File: src/rtl/out_byte_uart_tx_pkg.sv
// Shared types and constants for the debug-byte UART transmitter.
package out_byte_uart_tx_pkg;

  typedef enum logic [1:0] {
    IDLE  = 2'd0,
    START = 2'd1,
    DATA  = 2'd2,
    STOP  = 2'd3
  } uart_state_e;

  localparam int UART_FRAME_BITS = 10;
  localparam int UART_DATA_BITS  = 8;

endpackage

File: src/rtl/out_byte_uart_tx_fifo.sv
// Single-clock byte FIFO with occupancy count; pushes into a full FIFO are ignored.
module sync_byte_fifo #(
  parameter int DEPTH = 16
) (
  input  logic                     clk,
  input  logic                     resetn,
  input  logic                     push,
  input  logic [7:0]               din,
  input  logic                     pop,
  output logic [7:0]               dout,
  output logic                     full,
  output logic                     empty,
  output logic [$clog2(DEPTH):0]   count
);

  localparam int PTR_W = $clog2(DEPTH);
  localparam int CNT_W = PTR_W + 1;

  logic [7:0]       mem [DEPTH];
  logic [PTR_W-1:0] wr_ptr;
  logic [PTR_W-1:0] rd_ptr;
  logic             push_ok;
  logic             pop_ok;

  // Fullness is judged on the pre-edge count, so a same-cycle pop never rescues a push.
  assign full    = (count == CNT_W'(DEPTH));
  assign empty   = (count == '0);
  assign push_ok = push && !full;
  assign pop_ok  = pop && !empty;
  assign dout    = mem[rd_ptr];

  // NOTE: sequential state uses non-blocking assignments so every register samples pre-edge values.
  always_ff @(posedge clk) begin
    if (!resetn) begin
      wr_ptr <= '0;
      rd_ptr <= '0;
      count  <= '0;
    end else begin
      if (push_ok) wr_ptr <= wr_ptr + PTR_W'(1);
      if (pop_ok)  rd_ptr <= rd_ptr + PTR_W'(1);
      if (push_ok && !pop_ok)      count <= count + CNT_W'(1);
      else if (!push_ok && pop_ok) count <= count - CNT_W'(1);
    end
  end

  // NOTE: the storage array is deliberately not reset; pointers and count alone define valid entries.
  always_ff @(posedge clk) begin
    if (push_ok) mem[wr_ptr] <= din;
  end

endmodule

File: src/rtl/out_byte_uart_tx.sv
// Buffers the CPU debug byte stream and serialises it as 8N1 UART frames on tx.
module out_byte_uart_tx
  import out_byte_uart_tx_pkg::*;
#(
  parameter int CLKS_PER_BIT = 868,
  parameter int FIFO_DEPTH   = 16
) (
  input  logic                          clk,
  input  logic                          resetn,
  input  logic [7:0]                    out_byte,
  input  logic                          out_byte_en,
  output logic                          tx,
  output logic                          busy,
  output logic [$clog2(FIFO_DEPTH):0]   fifo_count,
  output logic                          overflow
);

  localparam int                CNT_W    = $clog2(CLKS_PER_BIT);
  localparam logic [CNT_W-1:0]  BIT_LAST = CNT_W'(CLKS_PER_BIT - 1);

  uart_state_e      state_q, state_d;
  logic [CNT_W-1:0] bit_cnt_q, bit_cnt_d;
  logic [2:0]       idx_q, idx_d;
  logic [7:0]       shift_q, shift_d;
  logic             tx_q, tx_d;
  logic             overflow_q, overflow_d;

  logic       fifo_pop;
  logic [7:0] fifo_dout;
  logic       fifo_full;
  logic       fifo_empty;
  logic       bit_end;

  sync_byte_fifo #(
    .DEPTH (FIFO_DEPTH)
  ) u_fifo (
    .clk    (clk),
    .resetn (resetn),
    .push   (out_byte_en),
    .din    (out_byte),
    .pop    (fifo_pop),
    .dout   (fifo_dout),
    .full   (fifo_full),
    .empty  (fifo_empty),
    .count  (fifo_count)
  );

  assign bit_end = (bit_cnt_q == BIT_LAST);

  always_ff @(posedge clk) begin
    if (!resetn) begin
      state_q    <= IDLE;
      bit_cnt_q  <= '0;
      idx_q      <= '0;
      shift_q    <= '0;
      tx_q       <= 1'b1;
      overflow_q <= 1'b0;
    end else begin
      state_q    <= state_d;
      bit_cnt_q  <= bit_cnt_d;
      idx_q      <= idx_d;
      shift_q    <= shift_d;
      tx_q       <= tx_d;
      overflow_q <= overflow_d;
    end
  end

  // NOTE: every output of this block gets a default first, so no path leaves a latch behind.
  always_comb begin
    state_d    = state_q;
    bit_cnt_d  = bit_cnt_q;
    idx_d      = idx_q;
    shift_d    = shift_q;
    fifo_pop   = 1'b0;
    overflow_d = overflow_q | (out_byte_en & fifo_full);

    unique case (state_q)
      IDLE: begin
        if (!fifo_empty) begin
          fifo_pop  = 1'b1;
          shift_d   = fifo_dout;
          bit_cnt_d = '0;
          state_d   = START;
        end
      end
      START: begin
        if (bit_end) begin
          bit_cnt_d = '0;
          idx_d     = '0;
          state_d   = DATA;
        end else begin
          bit_cnt_d = bit_cnt_q + CNT_W'(1);
        end
      end
      DATA: begin
        if (bit_end) begin
          bit_cnt_d = '0;
          shift_d   = shift_q >> 1;
          if (idx_q == 3'd7) state_d = STOP;
          else               idx_d   = idx_q + 3'd1;
        end else begin
          bit_cnt_d = bit_cnt_q + CNT_W'(1);
        end
      end
      STOP: begin
        if (bit_end) begin
          bit_cnt_d = '0;
          // Chain straight into the next start bit when data is waiting.
          if (!fifo_empty) begin
            fifo_pop = 1'b1;
            shift_d  = fifo_dout;
            state_d  = START;
          end else begin
            state_d  = IDLE;
          end
        end else begin
          bit_cnt_d = bit_cnt_q + CNT_W'(1);
        end
      end
      default: state_d = IDLE;
    endcase

    // tx is registered from the next-state view so the line changes on the same edge as the state.
    unique case (state_d)
      START:   tx_d = 1'b0;
      DATA:    tx_d = shift_d[0];
      default: tx_d = 1'b1;
    endcase
  end

  assign tx       = tx_q;
  assign overflow = overflow_q;
  assign busy     = (state_q != IDLE) || (fifo_count != '0);

endmodule
File: config.mk
export PLATFORM = sky130hd
export DESIGN_NAME = out_byte_uart_tx
export DESIGN_NICKNAME = d
export VERILOG_FILES = /design/src/rtl/out_byte_uart_tx_pkg.sv /design/src/rtl/out_byte_uart_tx_fifo.sv /design/src/rtl/out_byte_uart_tx.sv
export SDC_FILE = /design/constraint.sdc
export NUM_CORES = 1
export LEC_CHECK = 0
export CORE_AREA = 2 2 125 127
export DETAILED_ROUTE_END_ITERATION = 8
export DIE_AREA = 0 0 127 129
export GPL_ROUTABILITY_DRIVEN = 0
export PLACE_DENSITY_LB_ADDON = 0.05
export RECOVER_POWER = 50
export SLEW_MARGIN = 15
export SYNTH_ARGS = -nofsm -noshare
export SYNTH_HDL_FRONTEND = slang
export SYNTH_HIERARCHICAL = 1
export SYNTH_SLANG_ARGS = --single-unit
File: constraint.sdc
create_clock -name clk -period 4.9 [get_ports clk]
set_clock_uncertainty 0.1 [all_clocks]
set_input_delay 0.98 -clock clk [delete_from_list [all_inputs] [get_ports clk]]
set_output_delay 0.98 -clock clk [all_outputs]
set_load 0.02 [all_outputs]
* Word-level counts from Yosys, hierarchy flattened *
Memories as Yosys holds them, arrays and structs flattened. A register that Yosys moved wholly into a read port is not among the register bits.
Cells that the tools add are included.

operators by class
  eq/ne operators = 13
  reductions and logical operators = 19
  muxes and demuxes = 28
  bitwise gates (word level) = 2
  add/subtract/negate cells = 6

operators by type and width
  cell                                              number
  two-way mux 8 bit                                 3
  case mux 8 bit (3 select lines)                   1
  two-way mux 10 bit                                2
  case mux 10 bit (2 select lines)                  1
  adder 10 x 1 -> 10 bit, second input constant     1
  == test 10 bit, second input constant             1
  two-way mux 2 bit                                 5
  two-way mux 5 bit                                 2
  != test 2 bit, second input constant              5
  two-way mux 3 bit                                 3
  adder 4 x 1 -> 4 bit, second input constant       2
  two-way mux 4 bit                                 2
  case mux 2 bit (4 select lines)                   1
  == test 2 bit, second input constant              3
  case mux 3 bit (2 select lines)                   1
  nonzero test 2 bit                                3
  adder 5 x 1 -> 5 bit, second input constant       1
  == test 5 bit, second input constant              1
  zero test 5 bit                                   1
  two-way mux 1 bit                                 5
  nonzero test 5 bit                                1
  subtractor 5 x 1 -> 5 bit, second input constant  1
  == test 2 x 1 -> 1 bit, second input constant     2
  logical AND 1 bit                                 4
  12 further kinds                                  16

storage, ports and cells
  output and inout bits = 8
  memories = 1
  RAM bits = 128
  flip-flop bits (word level) = 38
  bits of input ports = 11

memories
  memory      depth  bits a word  read ports  clocked after memory_dff  write ports  RTL line                     source
  u_fifo.mem  16     8            1           1                         1            out_byte_uart_tx_fifo.sv:19  logic [7:0] mem [DEPTH];

* Depth between registers and ports, before layout *
Gate-level depths: netlist (run 1).

  word-level depth = 8
  mapped depth = 13
  mapped depth without buffers = 12

* Hierarchy *
The synthesis (run 1) kept the hierarchy.

by module, submodules not included
  module            times used  area each (µm²)  cells each
  sync_byte_fifo    1           5,783.0          307
  out_byte_uart_tx  1           1,604.0          182

* Worst setup path before layout (run 1) *
No wires, ideal clock.

  kind = register -> register
  from = register u_fifo.count[0]
  to = register u_fifo.count[3]
  data arrival time = 3,085 ps
  stages on the path, launching flop included = 14
  setup time = 62 ps
  slack = 1,652 ps
  data required time = 4,738 ps
  clock period less this slack = 3,248 ps
  cell sequence = dfxtp_1 or4_4 nor2_1 buf_2 buf_2 nor3_1 o21ai_4 ha_1 inv_1 ha_1 a21o_2 a21oi_1 or4b_2 nand3_1

on the way
  word-level cells in the longest chain between the ends = 8

RTL lines
  what                                                     RTL line                                         source
  start: declaration                                       out_byte_uart_tx_fifo.sv:13                      output logic [$clog2(DEPTH):0] count
  start signal: assignment                                 out_byte_uart_tx_fifo.sv:41                      if (push_ok && !pop_ok) count <= count + CNT_W'(1);
  start signal: assignment                                 out_byte_uart_tx_fifo.sv:42                      else if (!push_ok && pop_ok) count <= count - CNT_W'(1);
  zero test 5 bit *                                        out_byte_uart_tx_fifo.sv:27                      assign empty = (count == '0);
  via fifo_empty                                           out_byte_uart_tx.sv:31                           logic fifo_empty;
  two-way mux 1 bit *                                      out_byte_uart_tx.sv:79, out_byte_uart_tx.sv:109
  two-way mux 1 bit                                        out_byte_uart_tx.sv:106                          if (bit_end) begin
  case mux 1 bit (2 select lines) *                        out_byte_uart_tx.sv:77                           unique case (state_q)
  via fifo_pop                                             out_byte_uart_tx.sv:28                           logic fifo_pop;
  logical AND 1 bit *                                      out_byte_uart_tx_fifo.sv:29                      assign pop_ok = pop && !empty;
  zero test 1 bit                                          out_byte_uart_tx_fifo.sv:41
  logical AND 1 bit                                        out_byte_uart_tx_fifo.sv:41
  two-way mux 5 bit or nonzero test 2 bit (tied branches)  n/a

The timed path passes the listed nets; every way through them passes the cells marked *. The select of a mux whose other input is x is not followed.
A chain may end at the register's enable or synchronous reset.

* Worst setup path in the final report (run 1) *
Ends and elaborated chain as after synthesis.

==> summary.txt, run 1 <==
Logic synthesis
  • Synth cell count leaders: edfxtp_1, dfxtp_1, mux4_2
  • Post-synthesis area per instance: roughly 15 um2
  • Count of cell types in the netlist: 63
  • Sequential-to-total area share from yosys stat: 0.634
  • Gate Count Post-Synth: between 400 and 500
  • Most numerous cell in the Yosys netlist: edfxtp_1
  • Most instantiated flip-flop cell in the synthesis netlist: edfxtp_1
  • Synth warnings: 6
  • Cell type contributing the most total cell area after synthesis: edfxtp_1
  • Largest cells by area after synthesis: edfxtp_1, dfxtp_1, mux4_2, ha_1, a22oi_1
  • Number of enable flip-flop cells after synthesis: 128
  • Mapped Area: approximately 7400 um2
  • Top-area cell type share of the netlist area: 0.520
  • Synthesized netlist net count: 518
  • Async S/R FF share, synth: 0
  • Yosys reg bits: 170

Clock network
  • Clk Latency, worst-skew pair: 0.42 ns
  • Number of sinks handled by clock tree synthesis: 170
  • Buffers from clock root to sink, at most: 2
  • CTS tree: yes
  • Total setup buffers inserted after CTS: 0
  • Clock transition at the registers of the reported paths: 0.06 ns
  • Hold-fix buffers at CTS: 0
  • Cts bufs inserted: 17
  • CTS root buffer: clkbuf_16
  • Number of levels the H-tree was split into: 4
  • CTS resizes: 0

Final layout
  • Final net count: 538
  • Share of cells above drive strength 1: 0.149
  • Area of combinational cells with multiple inputs: around 2500 um2
  • Antenna cells: 0
  • Synthesis-to-finish area growth: 12.3%
  • Post-route core utilization: 0.554
  • Fillcell total: 1195
  • FF/Latch Area: 4690 um2

GRT
  • Remaining global-route overflow: 0
  • Pin count of the biggest net entering global routing: 30
  • Vias in the first global route: 4019
  • Global-route usage over all layers: 0.185
  • Global-route wire length before repair: approximately 22000 um
  • Number of antenna violations at the first check in global routing: 1

STA
  • Worst path setup slack after routing: 0.983 ns
  • Worst Max-Slew Pin Slew: 1.12 ns
  • Max-slew violation count: 0
  • Max Freq: between 200 and 300 MHz
  • RSZ-0062 raised after global routing: false
  • Minimum clock period after layout: 3.92 ns
  • Share of the clock period used by the worst path after layout: 0.799
  • Final hold violation count: 0
  • Headroom to the max-slew limit: 0.249
  • Setup_tns: 0 ns
  • Number of setup violations in the final report: 0

Drt
  • Remaining antenna violation count: 0
  • 1st-iter DRT viols: 296
  • Routed wire length: 14000 um
  • Vias post-DR: 4057
  • Average vias per placed instance: 5.71
  • Total iterations of the first detailed-routing run: 4
  • Detailed-route wire length per cell: between 15 and 20 um
  • Remaining DRCs: 0

Power and ir drop
  • Peak supply drop: ~0.25 mV
  • Total power: about 4.1 mW
  • Lkg Pwr: 2.78 nW
  • Pwr per Cell Area: 493 nW/um2

Setup path
  • Category of the worst setup path launch point: register
  • Largest fanout on the critical path: 18
  • Critical path capture point type: register
  • Critical Path RT: 5.16 ns
  • Slack of the worst reg-to-reg path: 0.98 ns
  • WP data arrival: 4.18 ns
  • CP Class: reg2reg

Placed design
  • Buffers on Ports: 18
  • HPWL Detailed: 9350 um
  • Setup Slack @ Placement: 1.41 ns

Floorplanning
  • DIE AREA: 16400 um2
  • Core area: 15000 um2
  • Die Height: 129 um
  • Initial core utilization: 0.493
  • Number of placed I/O pins: 19
  • Placement Rows: 45
  • Overall die width: 127 um

Run status
  • Run status: finished, final reports clean

Min path
  • Hold WC Path Type: reg2reg

Run
  • MaxCap Viol Count: 0
[worst paths after layout]
path                    from               to  cells past startpoint
min reg2reg         idx_q[2]         idx_q[2]                      2
max          u_fifo/count[0]  u_fifo/count[3]                     12
max reg2reg  u_fifo/count[0]  u_fifo/count[3]                     12
min                 idx_q[2]         idx_q[2]                      2
[flip-flops by register name, summed over array words and instances (netlist names), 2 cells and up, named ones only]
name,flops
state_q,2
u_fifo/count,5
u_fifo/mem,128
bit_cnt_q,10
idx_q,3
u_fifo/rd_ptr,4
shift_q,8
u_fifo/wr_ptr,4
[kinds of logic (layout without fill, tap and decap cells)]
| kind of cell | count (synthesis) | count (layout) | synth area share |
|---|---|---|---|
| AOI/OAI and AO/OA | 81 | 81 | 0.0857 |
| buffers and inverters | 38 | 71 | 0.0224 |
| adders and majority gates | 18 | 18 | 0.0315 |
| DFF | 170 | 170 | 0.634 |
| muxes | 46 | 46 | 0.117 |
| and+or+nand+nor | 130 | 130 | 0.102 |
| xor gates and xnor gates | 6 | 6 | 0.00711 |
[stage by stage]
stage          hold WS [ns]  std cells  area, um2
2_1_floorplan         0.359        489       7390
3_3_place_gp          0.376        678       7730
3_5_place_dp          0.396        678       7730
4_1_cts               0.402        710       8310
5_1_grt               0.449        710       8300
6_report              0.388        710       8300
[worst max-delay path: stages (launching register included)]
cell,delay (ns)
dfxtp_1,0.40
or4_1,0.64
nor2_1,0.13
clkbuf_1,0.71
nor3_1,0.25
o21ai_4,0.16
ha_1,0.21
inv_1,0.11
ha_1,0.29
a21o_2,0.11
a21oi_1,0.07
or4b_2,0.61
nand3_1,0.08
[layout by cell type, fill, tap and decap left out, types with 2 or more instances in the layout]
cell type,n
mux4_2,32
edfxtp_1,128
a21oi_1,8
ha_1,17
nand3_1,12
clkdlybuf4s50_1,7
and3_1,2
bufinv_16,2
and2_1,24
dlygate4sd3_1,11
nor2b_1,19
mux2i_1,13
o21ai_0,12
xnor2_1,5
nand2_1,22
o211a_1,3
nor2_1,17
clkinv_4,3
a311oi_2,2
or3_1,2
o22ai_1,6
nand4b_1,2
buf_4,2
a21boi_0,5
nand2b_1,2
inv_6,4
clkbuf_1,5
dfxtp_1,41
clkbuf_16,17
nor3b_1,3
nor3_1,7
inv_1,17
a22oi_1,23
o21a_1,4
and3b_1,2
nor4_1,2
a31oi_1,5
nand4_1,2
or4_1,2
[area by class of cell]
type / instances / share of cell area
clock buffer: 20 / 0.0526
tap: 188 / 0.0284
inverter: 17 / 0.00769
timing repair buffer: 22 / 0.0244
clock inverter: 12 / 0.0166
multi-input combinational: 281 / 0.305
sequential: 170 / 0.565
[metal layers]
| metal | vias to the layer above | global-route usage | share of wire |
|---|---|---|---|
| met5 | - | 0 | 0 |
| met4 | 0 | 0.0705 | 0.0093 |
| met3 | 10 | 0.0366 | 0.035 |
| met2 | 60 | 0.280 | 0.47 |
| met1 | 2043 | 0.269 | 0.49 |
| li1 | 1944 | - | - |
[power breakdown]
group          internal [mW]  total (mW)  switching [mW]
Sequential              1.64        1.77           0.131
Combinational          0.493        1.03           0.534
Clock                  0.756        1.29           0.534
Total                   2.89        4.09            1.20
Note: power is estimated with default switching activity, not from simulation.
==> run 2, diff against run 1 <==
Clock period 4.9 ns to 3.49 ns, I/O delays scaled along.
==> summary.txt, run 2 (synthesized netlist as in run 1, its figures left out) <==
Setup path
  • Critical R2R Capture: u_fifo/count[3]
  • Largest fanout on the critical path: 9 (-9)
  • Critical Path RT: 2.69 ns (-2.47 ns)
  • Cell with the biggest individual delay on the critical path: clkdlybuf4s50_1
  • Worst reg-to-reg path cell count: 12 (unchanged)
  • Cell repeated most along the worst path: inv_1
  • Cell breakdown of the critical path: inv_1, ha_1, inv_1, or3_1, clkdlybuf4s50_1
  • Origin of the critical flop-to-flop path: bit_cnt_q[0]
  • CP Class: reg2out
  • WP data arrival: 2.52 ns (-1.66 ns)
  • Category of the worst setup path launch point: register
  • Slack of the worst reg-to-reg path: 0.30 ns (-0.68 ns)
  • Critical path capture point type: output pin
  • Max incr delay on CP: 0.54 ns (-0.17 ns)

STA
  • Worst Max-Slew Pin Slew: 1.57 ns (+0.449 ns)
  • Setup_tns: 0 ns (unchanged)
  • Max-slew violation count: 44 (+44)
  • Minimum clock period after layout: 3.32 ns
  • Number of setup violations in the final report: 0 (unchanged)
  • RSZ-0062 raised after global routing: false
  • Share of the clock period used by the worst path after layout: 0.952
  • Headroom to the max-slew limit: -0.0490 (-0.298)
  • Max Freq: roughly 300 MHz
  • Worst path setup slack after routing: 0.167 ns (-0.816 ns)
  • Final hold violation count: 0 (unchanged)

Floorplanning
  • Number of placed I/O pins: 19 (unchanged)
  • Overall die width: 127 um (unchanged)
  • Placement Rows: 45 (unchanged)
  • Initial core utilization: 0.493 (unchanged)
  • Core area: 15000 um2 (unchanged)
  • DIE AREA: 16400 um2 (unchanged)
  • Die Height: 129 um (unchanged)

Power and ir drop
  • Net switching power of the design: 1.73 mW (+44%)
  • Peak supply drop: 0.415 mV (+67%)
  • Clock group share of total power: 0.311 (-0.005)
  • Cell Int Power: 4.05 mW (+40%)
  • Logic pwr share: 0.264 (+0.013)
  • Lkg Pwr: 2.80 nW (+0.87%)
  • Pwr per Cell Area: 690 nW/um2 (+40%)
  • Sequential fraction of design power: 0.425 (-0.008)
  • Sw Ratio: 0.299 (+0.00563)

Clock network
  • Hold-fix buffers at CTS: 0 (unchanged)
  • Buffers from clock root to sink, at most: 2 (unchanged)
  • Clk Latency, worst-skew pair: 0.42 ns (about the same)
  • Number of sinks handled by clock tree synthesis: 170 (unchanged)
  • CTS tree: yes
  • Clock transition at the registers of the reported paths: 0.06 ns (about the same)
  • Number of levels the H-tree was split into: 4 (unchanged)
  • CTS root buffer: clkbuf_16
  • Cts bufs inserted: 17 (unchanged)

Final layout
  • Area of combinational cells with multiple inputs: 2540 um2 (+0.20%)
  • Number of flip-flops in the largest register: 128 (unchanged)
  • Register name with the most flops: u_fifo/mem
  • Fillcell total: 1211 (+1.3%)
  • Antenna cells: 0 (unchanged)
  • Commonest non-fill, non-tap cells in the layout: edfxtp_1, dfxtp_1, mux4_2, and2_1, a22oi_1
  • Synthesis-to-finish area growth: 13.3%
  • Largest registers in the final layout: u_fifo/mem: 128 flops, bit_cnt_q: 10 flops, shift_q: 8 flops
  • FF/Latch Area: 4690 um2 (unchanged)
  • Final net count: 546 (+1.5%)
  • Share of cells above drive strength 1: 0.162 (+0.0128)
  • Leading cell type in the layout, fill and taps excluded: edfxtp_1

Min path
  • Instance count along the most critical hold path: 2 (unchanged)
  • Source of the worst hold timing path: idx_q[2]
  • Hold Path End: idx_q[2]
  • Hold WC Path Type: reg2reg

GRT
  • Number of antenna violations at the first check in global routing: 0 (-1)
  • Remaining global-route overflow: 0 (unchanged)
  • Pin count of the biggest net entering global routing: 44 (+47%)
  • Global-route usage over all layers: 0.190 (+0.00452)
  • Vias in the first global route: 4171 (+3.8%)
  • Global-route wire length before repair: 23200 um (+3.6%)

Placed design
  • Buffers on Ports: 18 (unchanged)
  • Setup Slack @ Placement: 0.177 ns (-1.23 ns)
  • HPWL Detailed: 9480 um (+1.3%)

Drt
  • Total iterations of the first detailed-routing run: 5 (+1)
  • Detailed-route wire length per cell: 20.2 um (+2.0%)
  • Vias post-DR: 4160 (+2.5%)
  • Remaining DRCs: 0 (unchanged)
  • Average vias per placed instance: 5.79 (+1.4%)
  • 1st-iter DRT viols: 388 (+31%)
  • Remaining antenna violation count: 0 (unchanged)
  • Routed wire length: 14500 um (+3.1%)

Run status
  • Run status: complete, but fails checks
  • Violated checks: capacitance limit, slew limit

Run
  • MaxCap Viol Count: 1 (+1)
run 2: layout make-up:
type                    instances  share of cell area
inverters                      17             0.00763
well taps                     188              0.0281
clock inverters                14              0.0164
multi-input cells             281               0.303
repair buffers                 30              0.0330
flip-flops and latches        170               0.560
clock buffers                  18              0.0513
run 2: power groups by stage:
| stage | combinational, mW | clock (mW) | sequential [mW] |
|---|---|---|---|
| 3_3_place_gp | 1.51 | 0 | 2.50 |
| 6_report | 1.52 | 1.79 | 2.46 |
| 3_5_place_dp | 1.54 | 0 | 2.51 |
| 2_1_floorplan | 1.16 | 0 | 2.44 |
| 4_1_cts | 1.54 | 1.83 | 2.46 |
| 5_1_grt | 1.69 | 1.92 | 2.48 |
run 2: metal layers:
metal	up-vias	GRT usage	part of all wire
li1	1957	-	-
met3	12	0.0291	0.049
met1	2111	0.277	0.47
met4	0	0.0672	0.012
met2	80	0.294	0.47
met5	-	0	0
run 2: critical path, delay by kind of cell, from the launching register on:
| kind | cells | cell delay [ns] |
|---|---|---|
| buffers and inverters | 3 | 0.92 |
| adder cells (fa/ha/maj) | 1 | 0.42 |
| AND/OR/NAND/NOR | 1 | 0.40 |
| flip-flops | 1 | 0.37 |
run 2: stage by stage:
stage	cells	area (um2)	util	power, mW	hold WS [ns]
after floorplan	489	7390	-	3.60	0.359
after global routing	718	8370	0.559	6.09	0.430
after CTS	718	8380	0.560	5.84	0.399
final	718	8370	0.559	5.77	0.404
after global placement	686	7820	0.522	4.02	0.371
after detailed placement	686	7820	0.522	4.05	0.390
run 2: how the worst max path moves through the flow:
stage,from,end,slack (ns),depth (start not counted)
6_report,state_q[0],busy,0.17,5
5_1_grt,state_q[0],busy,0.004,5
4_1_cts,state_q[0],busy,0.15,5
3_5_place_dp,bit_cnt_q[0],u_fifo/count[3],0.18,12
3_3_place_gp,bit_cnt_q[0],u_fifo/count[3],0.33,12
2_1_floorplan,u_fifo/count[0],u_fifo/count[3],0.24,13
run 2: repair_timing:
item / 4_1_cts / 5_1_grt
setup buffers: 0 / 0
endpoints found under the setup margin: 0 / 2
gates resized for setup: 0 / 1
endpoints found under the hold margin: 0 / 0
==> run 3, diff against run 2 <==
Settings changed: CELL_PAD_IN_SITES_DETAIL_PLACEMENT from default to 0, CELL_PAD_IN_SITES_GLOBAL_PLACEMENT from default to 1, CORE_AREA 2 2 125 127 to 2 2 129 131, DIE_AREA 0 0 127 129 to 0 0 131 133, SKIP_CTS_REPAIR_TIMING from default to 1.
==> summary.txt, run 3 (synthesized netlist as in run 1, its figures left out) <==
Setup path
  • Critical path capture point type: output pin
  • Worst reg-to-reg path cell count: 10 (-2)
  • Category of the worst setup path launch point: register
  • Slack of the worst reg-to-reg path: 0.36 ns (+0.06 ns)
  • Origin of the critical flop-to-flop path: bit_cnt_q[0]
  • WP data arrival: 2.48 ns (-0.04 ns)
  • Critical R2R Capture: u_fifo/count[3]
  • CP Class: reg2out
  • Largest fanout on the critical path: 9 (unchanged)
  • Crit path launch: state_q[0]
  • Critical Path RT: 2.69 ns (about the same)

Drt
  • Detailed-route wire length per cell: 19.9 um (-1.2%)
  • Average vias per placed instance: 5.48 (-5.4%)
  • Remaining antenna violation count: 0 (unchanged)
  • Remaining DRCs: 0 (unchanged)
  • Vias post-DR: 4127 (-0.79%)
  • Total iterations of the first detailed-routing run: 4 (-1)
  • Routed wire length: 15000 um (+3.6%)
  • 1st-iter DRT viols: 290 (-25%)

STA
  • Max Freq: 305 MHz (+1.4%)
  • Worst Max-Slew Pin Slew: 0.894 ns (-0.679 ns)
  • Share of the clock period used by the worst path after layout: 0.939 (-0.0135)
  • Final hold violation count: 0 (unchanged)
  • Minimum clock period after layout: 3.28 ns (-0.0473 ns)
  • Max-slew violation count: 0 (-100%)
  • Setup_tns: 0 ns (unchanged)
  • Headroom to the max-slew limit: 0.404 (+0.453)
  • RSZ-0062 raised after global routing: false
  • Number of setup violations in the final report: 0 (unchanged)
  • Tightest hold margin: 0.391 ns (-0.0132 ns)

Floorplanning
  • Core area: 16200 um2 (+8.0%)
  • Die Height: 133 um (+3.1%)
  • Number of placed I/O pins: 19 (unchanged)
  • Placement Rows: 47 (+4.4%)
  • Initial core utilization: 0.457 (-0.0364)
  • Overall die width: 131 um (+3.1%)
  • DIE AREA: 17400 um2 (+6.3%)

GRT
  • Pin count of the biggest net entering global routing: 24 (-45%)
  • Vias in the first global route: 4192 (+0.50%)
  • Number of antenna violations at the first check in global routing: 0 (unchanged)
  • Global-route usage over all layers: 0.186 (-0.00406)
  • Global-route wire length before repair: 23800 um (+2.4%)
  • Remaining global-route overflow: 0 (unchanged)

Min path
  • Instance count along the most critical hold path: 2 (unchanged)
  • Source of the worst hold timing path: idx_q[2]
  • Hold Path End: idx_q[2]
  • Hold WC Path Type: reg2reg

Final layout
  • Post-route non-filler standard cell count: 753 (+4.9%)
  • Register name with the most flops: u_fifo/mem
  • Antenna cells: 0 (unchanged)
  • Largest registers in the final layout: u_fifo/mem: 128 flops, bit_cnt_q: 10 flops, shift_q: 8 flops
  • Final net count: 549 (+0.55%)
  • Synthesis-to-finish area growth: 14.1%
  • Leading cell type in the layout, fill and taps excluded: edfxtp_1
  • Commonest non-fill, non-tap cells in the layout: edfxtp_1, dfxtp_1, mux4_2, and2_1, a22oi_1
  • Fillcell total: 1378 (+14%)
  • Share of cells above drive strength 1: 0.167 (+0.00472)
  • Number of flip-flops in the largest register: 128 (unchanged)

Power and ir drop
  • Lkg Pwr: 2.83 nW (+1.1%)
  • Pwr per Cell Area: 692 nW/um2 (+0.21%)
  • Peak supply drop: 0.409 mV (-1.6%)

Clock network
  • Buffers from clock root to sink, at most: 2 (unchanged)
  • CTS tree: yes
  • Clk Latency, worst-skew pair: 0.43 ns (about the same)
  • CTS root buffer: clkbuf_16
  • Clock transition at the registers of the reported paths: 0.06 ns (about the same)
  • Cts bufs inserted: 17 (unchanged)
  • Number of sinks handled by clock tree synthesis: 170 (unchanged)
  • Number of levels the H-tree was split into: 4 (unchanged)

Placed design
  • HPWL Detailed: 10200 um (+7.1%)
  • Buffers on Ports: 18 (unchanged)
  • Total placed cells including tap cells: 721 (+5.1%)

Run
  • MaxCap Viol Count: 0 (-1)

Run status
  • Run status: finished, final reports clean
run 3: cell types whose count changed in the layout (fill, tap and decap cells not counted):
cell	change
buf_12	-2
nor3_1	+1
nor3_2	-1
clkinv_4	-1
bufinv_16	+1
dlygate4sd3_1	+1
clkdlybuf4s50_1	-1
clkinvlp_4	-2
inv_6	+2
clkinv_1	-1
buf_4	+6
run 3: cell type report:
type | count | area, um2 | area share
Timing Repair Buffer | 33 | 278 | 0.0330
Multi-Input combinational cell | 281 | 2530 | 0.301
Tap cell | 220 | 275 | 0.0327
Clock buffer | 19 | 433 | 0.0514
Clock inverter | 13 | 158 | 0.0187
Inverter | 17 | 63.8 | 0.00757
Sequential cell | 170 | 4690 | 0.556
run 3: per-layer routing:
layer	share of wire	track usage	vias to the layer above
met5	0	0	-
met4	0.0086	0.0550	0
met3	0.033	0.0356	8
met2	0.48	0.284	50
met1	0.48	0.271	2109
li1	-	-	1960
run 3: critical path, stage by stage, from the launching register on:
cell and delay, ns:
dfxtp_1 0.36, inv_1 0.16, ha_1 0.41, inv_1 0.19, or3_1 0.40, clkdlybuf4s50_1 0.54
run 3: how the worst max path moves through the flow:
stage | slack [ns] | cells after the start | end
6_report | 0.21 | 5 | busy
5_1_grt | 0.04 | 5 | busy
4_1_cts | 0.16 | 5 | busy
3_5_place_dp | 0.37 | 10 | u_fifo/count[3]
3_3_place_gp | 0.45 | 12 | u_fifo/count[3]
2_1_floorplan | 0.24 | 13 | u_fifo/count[3]
run 3: where the power goes:
part | leakage [nW] | switching (mW) | internal, mW
clock | 0.286 | 0.795 | 1.08
sequential | 1.50 | 0.128 | 2.30
combinational | 1.05 | 0.806 | 0.721
run 3: metrics by stage:
step                      worst slack, ns  instance area (um2)  utilization  power, mW
after floorplan                     0.242                 7390            -       3.60
after global placement              0.447                 7860        0.486       4.01
after detailed placement            0.372                 7860        0.486       4.03
after CTS                           0.164                 8450        0.522       5.92
after global routing               0.0430                 8430        0.521       6.13
final                               0.214                 8430        0.521       5.83
